`src/rtl/mpe_result_packer_pkg.sv`:
```
// Shared definitions for the matrix PE result path: lane count, word width
// and the ReLU clamp applied to PE results.
package mpe_result_packer_pkg;

  localparam int MPE_LANES  = 16;
  localparam int MPE_WORD_W = 32;

  typedef logic signed [MPE_WORD_W-1:0] mpe_word_t;

  function automatic mpe_word_t mpe_relu(input mpe_word_t x, input logic en);
    return (en && x[MPE_WORD_W-1]) ? '0 : x;
  endfunction

endpackage

```
`src/rtl/mpe_result_packer_if.sv`:
```
// Result stream in, packed line stream out. The packer is the slave side.
interface mpe_result_packer_if
  import mpe_result_packer_pkg::*;
#(
  parameter int LANES  = MPE_LANES,
  parameter int ADDR_W = 10
);

  mpe_word_t                      mpe_result;
  logic                           mpe_result_vld;
  logic [MPE_WORD_W*LANES-1:0]    out_data;
  logic [LANES-1:0]               out_mask;
  logic [ADDR_W-1:0]              out_addr;
  logic                           out_valid;
  logic                           out_ready;

  modport master (
    output mpe_result, mpe_result_vld, out_ready,
    input  out_data, out_mask, out_addr, out_valid
  );

  modport slave (
    input  mpe_result, mpe_result_vld, out_ready,
    output out_data, out_mask, out_addr, out_valid
  );

endinterface

```
`src/rtl/mpe_line_fifo.sv`:
```
// Two-entry shift FIFO; ent0 is always the head, empty slots are held at zero.
module mpe_line_fifo #(
  parameter int WIDTH = 8
) (
  input  logic             clk,
  input  logic             rst_n,
  input  logic             clr,
  input  logic             push,
  input  logic [WIDTH-1:0] wr_data,
  input  logic             pop,
  output logic [WIDTH-1:0] rd_data,
  output logic             not_empty,
  output logic             full
);

  logic [WIDTH-1:0] ent0, ent1;
  logic [1:0]       cnt;
  logic             pop_en, push_en;

  assign pop_en  = pop && (cnt != 2'd0);
  // A push into a full queue only lands when the head leaves the same cycle.
  assign push_en = push && ((cnt != 2'd2) || pop_en);

  always_ff @(posedge clk or negedge rst_n) begin
    if (!rst_n) begin
      ent0 <= '0;
      ent1 <= '0;
      cnt  <= 2'd0;
    end else if (clr) begin
      ent0 <= '0;
      ent1 <= '0;
      cnt  <= 2'd0;
    end else begin
      case ({push_en, pop_en})
        2'b10: begin
          if (cnt == 2'd0) ent0 <= wr_data;
          else             ent1 <= wr_data;
          cnt <= cnt + 2'd1;
        end
        2'b01: begin
          ent0 <= ent1;
          ent1 <= '0;
          cnt  <= cnt - 2'd1;
        end
        2'b11: begin
          if (cnt == 2'd1) begin
            ent0 <= wr_data;
          end else begin
            ent0 <= ent1;
            ent1 <= wr_data;
          end
        end
        default: ;
      endcase
    end
  end

  assign rd_data   = ent0;
  assign not_empty = (cnt != 2'd0);
  assign full      = (cnt == 2'd2);

endmodule

```
`src/rtl/mpe_result_packer.sv`:
```
// Packs a stream of PE results into LANES-wide lines with a fill mask and
// queues them, with incrementing line addresses, for a ready/valid sink.
module mpe_result_packer
  import mpe_result_packer_pkg::*;
#(
  parameter int LANES  = MPE_LANES,
  parameter int ADDR_W = 10
) (
  input  logic                clk,
  input  logic                rst_n,
  mpe_result_packer_if.slave  bus,
  input  logic                cfg_start,
  input  logic [ADDR_W-1:0]   cfg_base_addr,
  input  logic                cfg_relu,
  input  logic                flush,
  output logic                overflow,
  output logic                busy
);

  localparam int LW     = (LANES > 1) ? $clog2(LANES) : 1;
  localparam int LINE_W = MPE_WORD_W * LANES;
  localparam int ENT_W  = LINE_W + LANES;

  logic [LW-1:0]     lane_cnt;
  logic [LANES-1:0]  fill_mask;
  logic [LINE_W-1:0] asm_data;
  logic [ADDR_W-1:0] addr_q;

  mpe_word_t         word;
  logic [LINE_W-1:0] nxt_data;
  logic [LANES-1:0]  nxt_mask;
  logic              last, push, pop, drop;
  logic              fifo_full, fifo_ne;
  logic [ENT_W-1:0]  fifo_rd;

  always_comb begin
    word     = mpe_relu(bus.mpe_result, cfg_relu);
    nxt_data = asm_data;
    nxt_mask = fill_mask;
    for (int i = 0; i < LANES; i++) begin
      if (bus.mpe_result_vld && (lane_cnt == LW'(i))) begin
        nxt_data[MPE_WORD_W*i +: MPE_WORD_W] = word;
        nxt_mask[i]                          = 1'b1;
      end
    end
    last = bus.mpe_result_vld && (lane_cnt == LW'(LANES-1));
    // A flush that coincides with a result packs that result first, so the
    // line is non-empty whenever either a lane is already filled or one lands now.
    push = !cfg_start && (last || (flush && ((lane_cnt != '0) || bus.mpe_result_vld)));
    pop  = !cfg_start && fifo_ne && bus.out_ready;
    drop = push && fifo_full && !pop;
  end

  always_ff @(posedge clk or negedge rst_n) begin
    if (!rst_n) begin
      lane_cnt  <= '0;
      fill_mask <= '0;
      asm_data  <= '0;
      addr_q    <= '0;
      overflow  <= 1'b0;
    end else if (cfg_start) begin
      lane_cnt  <= '0;
      fill_mask <= '0;
      asm_data  <= '0;
      addr_q    <= cfg_base_addr;
      overflow  <= 1'b0;
    end else begin
      if (push) begin
        lane_cnt  <= '0;
        fill_mask <= '0;
        asm_data  <= '0;
      end else if (bus.mpe_result_vld) begin
        lane_cnt  <= lane_cnt + LW'(1);
        fill_mask <= nxt_mask;
        asm_data  <= nxt_data;
      end
      if (pop)  addr_q   <= addr_q + ADDR_W'(1);
      if (drop) overflow <= 1'b1;
    end
  end

  mpe_line_fifo #(.WIDTH(ENT_W)) u_fifo (
    .clk       (clk),
    .rst_n     (rst_n),
    .clr       (cfg_start),
    .push      (push),
    .wr_data   ({nxt_data, nxt_mask}),
    .pop       (pop),
    .rd_data   (fifo_rd),
    .not_empty (fifo_ne),
    .full      (fifo_full)
  );

  assign bus.out_data  = fifo_rd[ENT_W-1:LANES];
  assign bus.out_mask  = fifo_rd[LANES-1:0];
  assign bus.out_addr  = addr_q;
  assign bus.out_valid = fifo_ne;
  assign busy          = (lane_cnt != '0) || fifo_ne;

endmodule

```
`src/flat_wrapper.sv`:
```
// flat-port wrapper written by rule: the top's interface ports become plain ports
module mpe_result_packer_flat import mpe_result_packer_pkg::*;
#(
  parameter int LANES  = MPE_LANES,
  parameter int ADDR_W = 10
)
  (clk, rst_n, cfg_start, cfg_base_addr, cfg_relu, flush, overflow, busy, bus_mpe_result, bus_mpe_result_vld, bus_out_ready, bus_out_data, bus_out_mask, bus_out_addr, bus_out_valid);
  mpe_result_packer_if #(.LANES(LANES), .ADDR_W(ADDR_W)) bus_i ();
  input  logic clk;
  input  logic rst_n;
  input  logic cfg_start;
  input  logic [ADDR_W-1:0] cfg_base_addr;
  input  logic cfg_relu;
  input  logic flush;
  output logic overflow;
  output logic busy;
  input wire logic [$bits(bus_i.mpe_result)-1:0] bus_mpe_result;
  input wire logic [$bits(bus_i.mpe_result_vld)-1:0] bus_mpe_result_vld;
  input wire logic [$bits(bus_i.out_ready)-1:0] bus_out_ready;
  output wire logic [$bits(bus_i.out_data)-1:0] bus_out_data;
  output wire logic [$bits(bus_i.out_mask)-1:0] bus_out_mask;
  output wire logic [$bits(bus_i.out_addr)-1:0] bus_out_addr;
  output wire logic [$bits(bus_i.out_valid)-1:0] bus_out_valid;
  assign bus_i.mpe_result = bus_mpe_result;
  assign bus_i.mpe_result_vld = bus_mpe_result_vld;
  assign bus_i.out_ready = bus_out_ready;
  assign bus_out_data = bus_i.out_data;
  assign bus_out_mask = bus_i.out_mask;
  assign bus_out_addr = bus_i.out_addr;
  assign bus_out_valid = bus_i.out_valid;
  mpe_result_packer #(.LANES(LANES), .ADDR_W(ADDR_W)) u_core (.clk(clk), .rst_n(rst_n), .bus(bus_i), .cfg_start(cfg_start), .cfg_base_addr(cfg_base_addr), .cfg_relu(cfg_relu), .flush(flush), .overflow(overflow), .busy(busy));
endmodule
```
`config.mk`:
```
export PLATFORM = sky130hd
export DESIGN_NAME = mpe_result_packer_flat
export DESIGN_NICKNAME = d
export VERILOG_FILES = /design/src/rtl/mpe_result_packer_pkg.sv /design/src/rtl/mpe_result_packer_if.sv /design/src/rtl/mpe_line_fifo.sv /design/src/rtl/mpe_result_packer.sv /design/src/flat_wrapper.sv
export SDC_FILE = /design/constraint.sdc
export NUM_CORES = 2
export LEC_CHECK = 0
export ABC_AREA = 1
export CAP_MARGIN = 0
export CORE_UTILIZATION = 51
export CTS_CLUSTER_SIZE = 8
export DETAILED_ROUTE_END_ITERATION = 8
export GPL_ROUTABILITY_DRIVEN = 0
export PLACE_DENSITY = 0.75
export SETUP_SLACK_MARGIN = 0.3
export SLEW_MARGIN = 20
export SYNTH_ARGS = -nofsm -noshare
export SYNTH_HDL_FRONTEND = slang
export SYNTH_HIERARCHICAL = 1
export SYNTH_SLANG_ARGS = --single-unit
```
`constraint.sdc`:
```
create_clock -name clk -period 3.3 [get_ports clk]
set_input_delay 0.33 -clock clk [delete_from_list [all_inputs] [get_ports clk]]
set_output_delay 0.33 -clock clk [all_outputs]
set_load 0.05 [all_outputs]
```
# ---- Yosys cells after proc, flatten, opt, wreduce, memory -nomap -nowiden
# Index checks and enable logic that the tools add are counted.
dict set report op_classes {
  add_sub_neg 4
  n_mul 0
  div_mod_pow 0
  magnitude_cmp 0
  n_eq_ne 24
  shifts 0
  n_mux 56
  bitwise 0
  n_reduce_logical 42
}
# operator n
set ops {}
lappend ops {{$mux W528} 6}
lappend ops {{$pmux W528 S3} 2}
lappend ops {{$mux W512} 3}
lappend ops {{$mux W32} 17}
lappend ops {{$mux W16} 3}
lappend ops {{$eq A4 B4 Y1 const B} 8}
lappend ops {{$logic_and A1 B1 Y1} 25}
lappend ops {{$mux W10} 2}
lappend ops {{$mux W1} 18}
lappend ops {{$eq A4 B3 Y1 const B} 4}
lappend ops {{$mux W4} 3}
lappend ops {{$add A10 B1 Y10 const B} 1}
lappend ops {{$ne A3 B3 Y1 const B} 3}
lappend ops {{$eq A4 B2 Y1 const B} 2}
lappend ops {{$reduce_bool A4 Y1} 2}
lappend ops {{$eq A2 B2 Y1 const B} 3}
lappend ops {{$reduce_bool A2 Y1} 3}
lappend ops {{$reduce_bool A3 Y1} 2}
lappend ops {{$add A4 B1 Y4 const B} 1}
lappend ops {{$eq A2 B1 Y1 const B} 2}
lappend ops {{$eq A4 B1 Y1 const B} 1}
lappend ops {{$logic_not A4 Y1} 1}
lappend ops {{$logic_or A1 B1 Y1} 4}
lappend ops {{$pmux W2 S2} 1}
lappend ops {{8 further kinds} 9}
dict set report word_totals {
  reg_bits 1601
  latchBits 0
  mem_bits_rw 0
  mem_bits_ro 0
  input_bits 49
  output_inout_bits 541
  wordCells 134
  mem_count 0
}

# ---- Longest topological paths before layout
dict set report logic_depth {
  depth_word 9
  depth_mapped 15
  ltp_nobuf 13
}

# ---- Cells and area by module
# Netlist, hierarchy kept.
# module instances cells_each area_per_inst_um2 seq_area_each_um2
set by_module_without_submodules {}
lappend by_module_without_submodules {mpe_line_fifo 1 7429 52805.6 26475.4}
lappend by_module_without_submodules {mpe_result_packer 1 2806 24537.3 13588.0}

# ---- Least setup slack after synthesis
# No wires, ideal clock.
dict set report synth_timing {
  path_kind {register to register}
  startpoint {register u_core.u_fifo.cnt[0]}
  endpoint {register u_core.u_fifo.ent1[397]}
  setup_time_ns 0.117
  t_arrival_ns 2.321
  t_required_ns 3.183
  slack_ns 0.862
  path_stages_with_launch 14
  n_path_buf 3
  period_less_slack_ns 2.438
  path_cell_list {dfrtp_1 > inv_1 > ha_1 > inv_2 > nand2_1 > nor2_1 > nand2_2 > nor2_2 > buf_2 > buf_2 > buf_2 > nor3_1 > nand2_1 > nand2_1}
}
dict set report synth_between {
  elab_chain_cells 9
  word_cells_on_any_way 18
  classes_between {eq/ne (7); mux (2); reduce/logical (9)}
}
# item line_no
set synth_rtl {}
lappend synth_rtl {{start: declaration} mpe_line_fifo.sv:17} ;# logic [1:0] cnt;
lappend synth_rtl {{start signal: assignment} mpe_line_fifo.sv:38} ;# cnt <= cnt + 2'd1;
lappend synth_rtl {{start signal: assignment} mpe_line_fifo.sv:43} ;# cnt <= cnt - 2'd1;
lappend synth_rtl {{$reduce_bool A2 Y1 (*)} mpe_line_fifo.sv:59} ;# assign not_empty = (cnt != 2'd0);
lappend synth_rtl {{net bus_out_valid} flat_wrapper.sv:23} ;# output wire logic [$bits(bus_i.out_valid)-1:0] bus_out_valid;
lappend synth_rtl {{$logic_and A1 B1 Y1 (*) (2 in a row)} mpe_result_packer.sv:50} ;# pop = !cfg_start && fifo_ne && bus.out_ready;
lappend synth_rtl {{net u_core.pop} mpe_result_packer.sv:32} ;# logic last, push, pop, drop;
lappend synth_rtl {{$logic_and A1 B1 Y1 (*)} mpe_line_fifo.sv:20} ;# assign pop_en = pop && (cnt != 2'd0);
lappend synth_rtl {{$logic_or A1 B1 Y1} mpe_line_fifo.sv:22} ;# assign push_en = push && ((cnt != 2'd2) || pop_en);
lappend synth_rtl {{$logic_and A1 B1 Y1} mpe_line_fifo.sv:22}
lappend synth_rtl {{$eq A2 B2 Y1 or $eq A2 B1 Y1 (tied branches)} mpe_line_fifo.sv:34} ;# case ({push_en, pop_en})
lappend synth_rtl {{$ne A3 B3 Y1 (no line) (tied with other cells)} --}
lappend synth_rtl {{$reduce_and A3 Y1 (no line) or $mux W528 (tied branches)} --}
lappend synth_rtl {{end signal: assignment} mpe_line_fifo.sv:37} ;# else ent1 <= wr_data;
lappend synth_rtl {{end signal: assignment} mpe_line_fifo.sv:50} ;# ent1 <= wr_data;
lappend synth_rtl {{end: declaration} mpe_line_fifo.sv:16} ;# logic [WIDTH-1:0] ent0, ent1;
# The timed path passes the listed nets; every way through them passes the cells marked *.
# A chain may end at the register's enable or synchronous reset.

# ---- Worst setup path in the final report
dict set report layout_timing {
  startpoint {register u_core.u_fifo.cnt[0]}
  endpoint {output bus_out_valid}
}
dict set report layout_between {
  elab_chain_cells 1
}
# item line_no
set layout_rtl {}
lappend layout_rtl {{$reduce_bool A2 Y1} mpe_line_fifo.sv:59}
lappend layout_rtl {{end: declaration} flat_wrapper.sv:23}
# No other way between the ends.

==> results.sh <==
export IMPL_synthesis_area_mm2=0.07734
export IMPL_yosys_area_top_type="dfrtp_1"
export IMPL_setup_violations=0
export IMPL_rsz0062_at_grt="yes"
export IMPL_yosys_warnings=6
export IMPL_crit_type="flip-flop to primary output"
export IMPL_peakVddDrop_uv=469.8
export IMPL_die_y_um=391.4
export IMPL_slew_headroom_pct=19.31
export IMPL_status="finished, final reports clean"
export IMPL_multi_input_area_mm2=0.02980
export IMPL_yosys_register_bits=1601
export IMPL_numPortBuffers=589
export IMPL_dp_slack_ns=0.1679
export IMPL_synth_avg_cell_area_um2=7.557
export IMPL_synth_area_leaders="dfrtp_1, nand2_1, nand3_1, inv_1, nor3_1"
export IMPL_period_minus_slack_ns=2.946
export IMPL_finalSetupTns_ns=0
export IMPL_grtUsageTotal_pct=35.14
export IMPL_die_w_um=391.4
export IMPL_num_rows=142
export IMPL_yosysTopAreaCellShare_pct=51.80
export IMPL_critPathCaptureType="primary output"
export IMPL_cp_required_ns=2.97
export IMPL_post_route_util_pct=61.33
export IMPL_fin_cells=12670
export IMPL_hpwl_um=165800
export IMPL_ys_types=32
export IMPL_start_kind="flip-flop"
export IMPL_synth_fp_nets=10290
export IMPL_htreeDepth=4
export IMPL_fp_coreArea_mm2=0.1501
export IMPL_via_per_inst=5.651
export IMPL_clock_latency_ns=0.86
export IMPL_maxCapViolCount=0
export IMPL_cts_sinks=1601
export IMPL_worst_clock_skew_ns=0.04606
export IMPL_drc_errors=0
export IMPL_crit_arrival_ns=2.62
export IMPL_numCtsBuffers=218
export IMPL_layout_nets=10700
export IMPL_tightest_slew_ns=1.210
export IMPL_fillCellCount=12760
export IMPL_root_buffer="clkbuf_16"
export IMPL_setup_slack_ns=0.3538
export IMPL_drive_above_1_share_pct=7.142
export IMPL_register_area_mm2=0.04007
export IMPL_grt_max_degree=194
export IMPL_p_total_w=0.04498
export IMPL_clockBufferDepth=3
export IMPL_dieArea_mm2=0.1532
export IMPL_dpl_cell_count=12430
export IMPL_drt_first_pass_iters=8
export IMPL_area_growth_pct=19.05
export IMPL_power_per_cell_area_mw_per_mm2=488.5
export IMPL_crit_path_max_fanout=4
export IMPL_layout_common_cells="nand2_1, dfrtp_1, inv_1"
export IMPL_p_leak_nw=47.24
export IMPL_io_pins=590
export IMPL_clock_fmax_ghz=0.3394
export IMPL_wl_um=272400
export IMPL_cts_tree="built"
export IMPL_fin_crit_sh_pct=89.28
export IMPL_grt_pass1_wl_um=412800
export IMPL_wl_per_cell_um=21.50
export IMPL_grt_antenna_before_repair=9
export IMPL_initial_utilization_pct=51.52
export IMPL_grt_ovfl_total=0
export IMPL_ant_nets=0
export IMPL_synthCells=10240
export IMPL_num_vias=71620
export IMPL_grt_pass1_vias=68630
export IMPL_final_common_cell="nand2_1"
export IMPL_slew_viol_final=0
export IMPL_finalHoldViolations=0
export IMPL_holdCritPathClass="input port to flip-flop"
export IMPL_clk_pin_slew_ns=0.05
export IMPL_yosysSeqAreaShare_pct=51.80
export IMPL_dr_first_iter_drc_count=9410
==> per-layer routing <==
layer	vias up	track usage [%]	share of wire, %
met5	-	0	0.012
met4	4	20.98	6.7
met3	823	10.06	12
met2	4503	51.74	44
met1	34090	46.02	38
li1	32200	-	-
==> kinds of logic after synthesis <==
group,Yosys count,share of synthesized area [%]
simple gates,6254,33.77
buf+inv,1837,9.823
fa+ha+maj,8,0.1294
xor+xnor,5,0.05663
flops,1601,51.80
compound gates,530,4.420
==> report_power, final <==
group	internal (W)	switching, W	total [W]
Combinational	0.00113	0.00375	0.00487
Sequential	0.0198	0.000122	0.0199
Clock	0.0118	0.00840	0.0202
Total	0.0327	0.0123	0.0450
==> path summary, 6_finish.rpt <==
path                                                             from  slack [ns]                                endpoint  depth (start not counted)
worst max-delay path                 u_core/u_fifo/cnt[0]$_DFFE_PN0P_        0.35                           bus_out_valid                          5
worst min-delay path                                 cfg_base_addr[1]        0.05      u_core/bus.out_addr[1]$_DFFE_PN0P_                          3
worst max register to register       u_core/u_fifo/cnt[0]$_DFFE_PN0P_        0.37     u_core/u_fifo/ent1[393]$_DFFE_PN0P_                         13
worst min register to register  u_core/u_fifo/rd_data[69]$_DFFE_PN0P_        0.48   u_core/u_fifo/rd_data[69]$_DFFE_PN0P_                          2
max in group asynchronous                                       rst_n        1.89  u_core/u_fifo/rd_data[482]$_DFFE_PN0P_                          4
min in group asynchronous                                       rst_n        0.06  u_core/u_fifo/rd_data[322]$_DFFE_PN0P_                          2
==> repair_timing <==
item,4_1_cts,5_1_grt
pin swaps,0,1
cloned,0,3
hold buffers,2,0
setup endpoints to repair,1,519
gates resized for setup,1,14
endpoints found under the hold margin,525,0
setup buffers,0,3
==> cell type report <==
class | count | share of cell area [%]
Clock buffer | 223 | 5.991
Antenna cell | 2 | 0.005436
Inverter | 1146 | 4.694
Timing Repair Buffer | 875 | 10.36
Tap cell | 2016 | 2.740
Clock inverter | 13 | 0.3275
Sequential cell | 1601 | 43.51
Multi-Input combinational cell | 6797 | 32.37
==> worst max-delay path, cell delays in order, from the launching register on <==
cell and delay, ns:
dfrtp_1 0.35, inv_1 0.09, ha_1 0.26, inv_2 0.12
buf_4 0.15, clkdlybuf4s50_1 0.81
==> flip-flops by register name, summed over array words and instances (netlist names) <==
register,count
u_core/bus.out_addr,10
u_core/lane_cnt,4
u_core/u_fifo/ent1,528
u_core/u_fifo/cnt,2
u_core/asm_data,512
u_core/overflow,1
u_core/fill_mask,16
u_core/u_fifo/rd_data,528
==> through the flow <==
stage	hold slack [ns]	cell area, um2
detailed placement	0.2987	86050
finish	0.04663	92080
floorplan	0.03441	77340
global route	0.05482	92080
global placement	0.3050	86050
CTS	0.0002376	91890
==> synth_stat cells <==
| cell type | instances |
|---|---|
| dfrtp_1 | 1601 |
| nor2_1 | 101 |
| buf_1 | 24 |
| o21ai_0 | 141 |
| xnor2_1 | 3 |
| nand3_2 | 2 |
| buf_4 | 13 |
| a21boi_0 | 1 |
| ha_1 | 8 |
| o21ai_1 | 25 |
| nor3b_1 | 1 |
| xor2_1 | 2 |
| o211ai_1 | 2 |
| nor3_1 | 527 |
| nor2b_1 | 223 |
| buf_2 | 390 |
| a21oi_1 | 158 |
| buf_6 | 22 |
| a21oi_2 | 201 |
| a31oi_1 | 1 |
| nor2_4 | 2 |
| clkbuf_1 | 242 |
| inv_1 | 1105 |
| nor2_8 | 1 |
| nand3_1 | 1073 |
| nand4_1 | 7 |
| inv_2 | 9 |
| nor2_2 | 3 |
| nand2_2 | 5 |
| o21bai_1 | 1 |
| nand2_1 | 4309 |
| clkinv_1 | 32 |
Note: power is estimated with default switching activity, not from simulation.
